`config.mk`:
```
export PLATFORM = sky130hd
export DESIGN_NAME = lab2_input_conditioner
export DESIGN_NICKNAME = d
export VERILOG_FILES = /design/src/rtl/lab2_pkg.sv /design/src/rtl/lab2_debounce.sv /design/src/rtl/lab2_input_conditioner.sv
export SDC_FILE = /design/constraint.sdc
export NUM_CORES = 1
export LEC_CHECK = 0
export CAP_MARGIN = 0
export CORE_MARGIN = 2
export CORE_UTILIZATION = 53
export DETAILED_ROUTE_END_ITERATION = 8
export PLACE_DENSITY = 0.92
export SLEW_MARGIN = 40
export SYNTH_ARGS = -nofsm -noshare
export SYNTH_HDL_FRONTEND = slang
export SYNTH_SLANG_ARGS = --single-unit
```
`constraint.sdc`:
```
create_clock -name clk -period 3.74 [get_ports clk]
set_input_delay 0.748 -clock clk [delete_from_list [all_inputs] [get_ports clk]]
set_output_delay 0.748 -clock clk [all_outputs]
set_load 0.05 [all_outputs]
```
`src/rtl/lab2_pkg.sv`:
```
// Shared constants for the Lab2 input conditioner: data width, default
// debounce length and synchroniser depth.
package lab2_pkg;
    localparam int DATA_W              = 8;
    localparam int DEBOUNCE_CYCLES_DEF = 16;
    localparam int SYNC_DEPTH          = 2;
endpackage

```
`src/rtl/lab2_debounce.sv`:
```
// One pushbutton: 2-flop synchroniser, restartable debounce counter,
// debounced level and a single-cycle rise pulse aligned with the level.
module lab2_debounce
    import lab2_pkg::*;
#(
    parameter int DEBOUNCE_CYCLES = DEBOUNCE_CYCLES_DEF,
    parameter int CNT_W           = $clog2(DEBOUNCE_CYCLES)
) (
    input  logic clk,
    input  logic rst,
    input  logic raw,
    output logic level,
    output logic rise
);
    localparam logic [CNT_W-1:0] CNT_LAST = CNT_W'(DEBOUNCE_CYCLES - 1);

    logic [SYNC_DEPTH-1:0] sync;
    logic [CNT_W-1:0]      cnt;
    logic                  s2;

    assign s2 = sync[SYNC_DEPTH-1];

    always_ff @(posedge clk) begin
        if (rst) begin
            sync  <= '0;
            cnt   <= '0;
            level <= 1'b0;
            rise  <= 1'b0;
        end else begin
            sync <= {sync[SYNC_DEPTH-2:0], raw};
            rise <= 1'b0;
            if (s2 == level) begin
                cnt <= '0;
            end else if (cnt == CNT_LAST) begin
                // Rise is registered together with the level flip so both appear in the same cycle.
                level <= s2;
                rise  <= s2;
                cnt   <= '0;
            end else begin
                cnt <= cnt + CNT_W'(1);
            end
        end
    end
endmodule

```
`src/rtl/lab2_input_conditioner.sv`:
```
// Turns raw pushbuttons and switches into clean save/write strobes, a show
// level and a synchronised data bus for the Lab2 register/memory top level.
module lab2_input_conditioner
    import lab2_pkg::*;
#(
    parameter int DEBOUNCE_CYCLES = DEBOUNCE_CYCLES_DEF,
    parameter int CNT_W           = $clog2(DEBOUNCE_CYCLES),
    parameter int DATA_W          = lab2_pkg::DATA_W
) (
    input  logic              clk,
    input  logic              rst,
    input  logic              btn_save,
    input  logic              btn_write,
    input  logic              btn_show,
    input  logic [DATA_W-1:0] sw,
    output logic              save_data,
    output logic              write_en,
    output logic              show_reg,
    output logic [DATA_W-1:0] d_in
);
    logic save_level, save_rise;
    logic write_level, write_rise;
    logic show_rise;
    logic pending;
    logic unused_debounce;
    logic [DATA_W-1:0] sw_sync [SYNC_DEPTH];

    lab2_debounce #(.DEBOUNCE_CYCLES(DEBOUNCE_CYCLES), .CNT_W(CNT_W)) u_save (
        .clk(clk), .rst(rst), .raw(btn_save), .level(save_level), .rise(save_rise)
    );
    lab2_debounce #(.DEBOUNCE_CYCLES(DEBOUNCE_CYCLES), .CNT_W(CNT_W)) u_write (
        .clk(clk), .rst(rst), .raw(btn_write), .level(write_level), .rise(write_rise)
    );
    lab2_debounce #(.DEBOUNCE_CYCLES(DEBOUNCE_CYCLES), .CNT_W(CNT_W)) u_show (
        .clk(clk), .rst(rst), .raw(btn_show), .level(show_reg), .rise(show_rise)
    );

    assign unused_debounce = ^{save_level, write_level, show_rise};

    // Save always wins a shared cycle; the write is owed and issued the cycle after.
    assign save_data = save_rise;
    assign write_en  = ~save_rise & (write_rise | pending);

    always_ff @(posedge clk) begin
        if (rst) begin
            pending <= 1'b0;
        end else begin
            pending <= save_rise & (write_rise | pending);
        end
    end

    always_ff @(posedge clk) begin
        if (rst) begin
            for (int i = 0; i < SYNC_DEPTH; i++) sw_sync[i] <= '0;
        end else begin
            sw_sync[0] <= sw;
            for (int i = 1; i < SYNC_DEPTH; i++) sw_sync[i] <= sw_sync[i-1];
        end
    end

    assign d_in = sw_sync[SYNC_DEPTH-1];
endmodule

```
==> results summary <==
The number of max-capacitance violations reported came out at 0. VDD sags by at most 0.308 mV. Setup repair after global routing left no endpoint under its margin. The maximum fanout encountered on the critical timing path is 2. The final max-slew violation count is 0.

Traced cell by cell, the critical path runs through nor2_1 -> nor2_1 -> clkdlybuf4s50_1. The summed negative setup slack over all endpoints is 0 ns. The maximum clock skew at final layout is 0.0111 ns. Summed over all instances, the cell type with the most area after synthesis is sky130_fd_sc_hd__dfxtp_1.

The net count of the mapped netlist is 136. The post-placement cell area came out at 1530 um^2. The buffer depth of the longest clock path came out at 2. The largest individual stage delay along the critical path comes from the cell sky130_fd_sc_hd__clkdlybuf4s50_1.

Of the cells placed in the final design, the portion with a size suffix greater than 1 is 0.0780. The maximum level of the CTS H-tree is 2. The number of design rule violations left after detail routing is 0.

Relative to the synthesized area, the layout overhead comes to 20.0%. The number of DRC markers after the initial detailed-route iteration is 12. The synthesized instance count came out at 120.

The post-synthesis cell area came out at 1330 um^2. The via count of the first global-routing pass came out at 759. The hold violation total from the final report came out at 0.

The finished cells cover 1590 um^2. The final number of setup-violating endpoints came out at 0. The largest net degree at the start of global routing is 20.

The worst-case reg-to-reg path depth came out at 4. The post-synthesis compound-gate area fraction was 0. After detailed routing, the average wire length per cell comes to 11.2 um.

The switching power total is 161 uW. The wire length after detailed routing came out at 1.92 mm. The areal power density over the cells is 447 nW/um^2. The placer's final routability congestion estimate is 0.586. The proportion of synthesized chip area in sequential cells is 0.603. The placeable core area came out at 2430 um^2.

The final worst-path cycle share is 0.629. The cts-stage hold buffer count is 0. After layout, the minimum clock period comes to 2.35 ns.

The repair_antennas step left the layout with diodes totalling 0. Of the total synthesized cell area, the portion taken by XOR and XNOR cells is 0.0593. The mean cell area of the mapped netlist is 11.1 um^2.

The number of nets in the layout is 156. The cell repeated most along the worst path is sky130_fd_sc_hd__nor2_1. The number of clock buffers inserted by TritonCTS is 5. Detailed routing inserted a total of 806 vias. The count of different cell masters after synthesis came out at 17. The start-to-end type of the worst setup path is reg -> out. The static leakage is 0.660 nW. Yosys printed 0 warnings. The data arrival at the endpoint of the critical path came out at 1.61 ns. TritonCTS built the clock tree. The post-detailed-placement half-perimeter wirelength is 1.43 mm. The share of power burned in the clock network is 0.313.

The cell chosen for the clock root is sky130_fd_sc_hd__clkbuf_4. Along the worst hold path, the cell count comes to 1. Counting flops and latches in the post-synthesis netlist gives 40. The largest family of logic cells by synthesized area is simple AND/OR/NAND/NOR gates.

The wire length of the first global-routing pass came out at 3.06 mm. Of the post-synthesis cell area, the part taken by muxes is 0.0226. The sequential group share of total power came out at 0.620. The die covers 2920 um^2. The largest single stage delay on the critical path is 0.80 ns. By area the synthesized netlist is led by sky130_fd_sc_hd__dfxtp_1, sky130_fd_sc_hd__nor2b_1, sky130_fd_sc_hd__xor2_1. Timing would allow up to 425 MHz. The total global-route track usage is 0.156. Of the total synthesized cell area, the portion taken by full adders, half adders and majority gates is 0.0282.

The post-CTS resize count came out at 0. The initial antenna violation count is 0. The floorplan die height is 54.1 um. The worst slew margin relative to its limit came out at 0.583. The post-layout utilization of the core came out at 0.655.

At the pin with the least slew margin, the transition time is 0.623 ns. STA classifies the critical path endpoint as a primary output. The internal power contribution came out at 552 uW. The classification of the worst-slack hold path is reg -> reg. The mean number of vias per cell came out at 4.71. The cell count along the critical path is 3. The proportion of netlist area held by the largest area contributor is 0.603. The number of placed I/O pins came out at 24. Counting both buffers and inverters, the worst setup path holds a total of 1. The floorplan has 18 rows. The number of nets with antenna violations after detailed routing is 0. The port buffer count is 23.

The run finished with clean final reports. The share of synthesized cell area in and, or, nand and nor gates came out at 0.225. The critical path's top delay family is buffers and inverters. The relative contribution of combinational cells to total power came out at 0.068. The switching power as a share of total power came out at 0.225. The worst setup path is launched from a flop. The clock slew seen by the registers of the worst setup and hold paths is 0.11 ns. The data required time at the worst endpoint came out at 2.99 ns.

The total global routing overflow came out at 0. The clock net in this run drives a total of 40 sinks. The horizontal die dimension is 54.1 um. In this run the post-CTS setup repair buffer count came out at 0. The clock latency at the later pin of the worst-skew pair is 0.35 ns. The initial cell density of the core is 0.546.

The number of search-and-repair iterations in the first detailed-routing pass is 2.
## state kept, by name, indices dropped and copies added (netlist names), 2 cells and up
signal	cells
u_show.sync	2
u_write.cnt	4
u_save.sync	2
u_write.sync	2
sw_sync	16
u_save.cnt	4
u_show.cnt	4
## through the flow
step	hold slack, ns	setup WS, ns	cells	power (mW)
after floorplan	0.414	1.80	120	0.482
after global placement	0.423	1.49	163	0.498
after detailed placement	0.425	1.45	163	0.500
after CTS	0.444	1.35	171	0.720
after global routing	0.468	1.28	171	0.742
final	0.438	1.39	171	0.713
## power by group through the flow
stage,clock [mW],sequential (mW),combinational [mW]
after floorplan,0,0.450,0.0318
after global placement,0,0.451,0.0477
after detailed placement,0,0.451,0.0488
after CTS,0.229,0.442,0.0488
after global routing,0.247,0.443,0.0516
final,0.223,0.442,0.0482
## metal layers
metal	vias to the layer above	share of wire	wire length [um]	global-route usage
met5	-	0	0	0
met2	16	0.50	965	0.254
met4	0	0.033	64	0.133
met3	7	0.041	79	0.0611
met1	371	0.42	811	0.154
li1	412	-	-	-
## cell usage in the layout, fill, tap and decap left out, drive strengths merged, types with 3 or more instances in the layout
master	count
nor2	15
clkdlybuf4s50	23
inv	3
clkbuf	6
ha	3
dfxtp	40
xor2	7
nor2b	22
mux2i	3
nand3	5
## worst paths after layout
path                                      start              end  slack (ns)
worst min register to register  u_write.sync[0]  u_write.sync[1]        0.44
worst min-delay path            u_write.sync[0]  u_write.sync[1]        0.44
worst max-delay path                    pending         write_en        1.39
worst max register to register    u_show.cnt[0]    u_show.cnt[3]        2.45
## logic make-up (layout without fill, tap and decap cells)
logic type / count (synthesis) / after routing
xor gates and xnor gates: 9 / 9
adders and majority gates: 3 / 3
buffers and inverters: 14 / 35
DFF: 40 / 40
muxes: 3 / 3
and+or+nand+nor: 51 / 51
## worst reg2reg max path, cell delays in order, from the launching register on
cell	delay, ns
sky130_fd_sc_hd__dfxtp_1	0.34
sky130_fd_sc_hd__ha_1	0.22
sky130_fd_sc_hd__and3_4	0.16
sky130_fd_sc_hd__or3_4	0.38
sky130_fd_sc_hd__nor2_1	0.11
## cells in the mapped netlist
| cell type | count |
|---|---|
| sky130_fd_sc_hd__dfxtp_1 | 40 |
| sky130_fd_sc_hd__nor2b_1 | 22 |
| sky130_fd_sc_hd__nor2_1 | 15 |
| sky130_fd_sc_hd__buf_4 | 8 |
| sky130_fd_sc_hd__xor2_1 | 7 |
| sky130_fd_sc_hd__nand3_1 | 5 |
| sky130_fd_sc_hd__clkbuf_1 | 3 |
| sky130_fd_sc_hd__ha_1 | 3 |
| sky130_fd_sc_hd__inv_1 | 3 |
| sky130_fd_sc_hd__mux2i_1 | 3 |
| sky130_fd_sc_hd__and3b_1 | 2 |
| sky130_fd_sc_hd__nand3b_1 | 2 |
| sky130_fd_sc_hd__nor4b_1 | 2 |
| sky130_fd_sc_hd__xnor2_1 | 2 |
| sky130_fd_sc_hd__and3_4 | 1 |
| sky130_fd_sc_hd__nor3b_1 | 1 |
| sky130_fd_sc_hd__or3_4 | 1 |
## layout make-up
type	count	area, um^2
clock buffers	6	51.3
clock inverters	2	10.0
fillers	200	838
inverters	3	11.3
multi-input cells	66	445
flip-flops and latches	40	801
well taps	30	37.5
repair buffers	24	238
(Power assumes the default switching activity.)
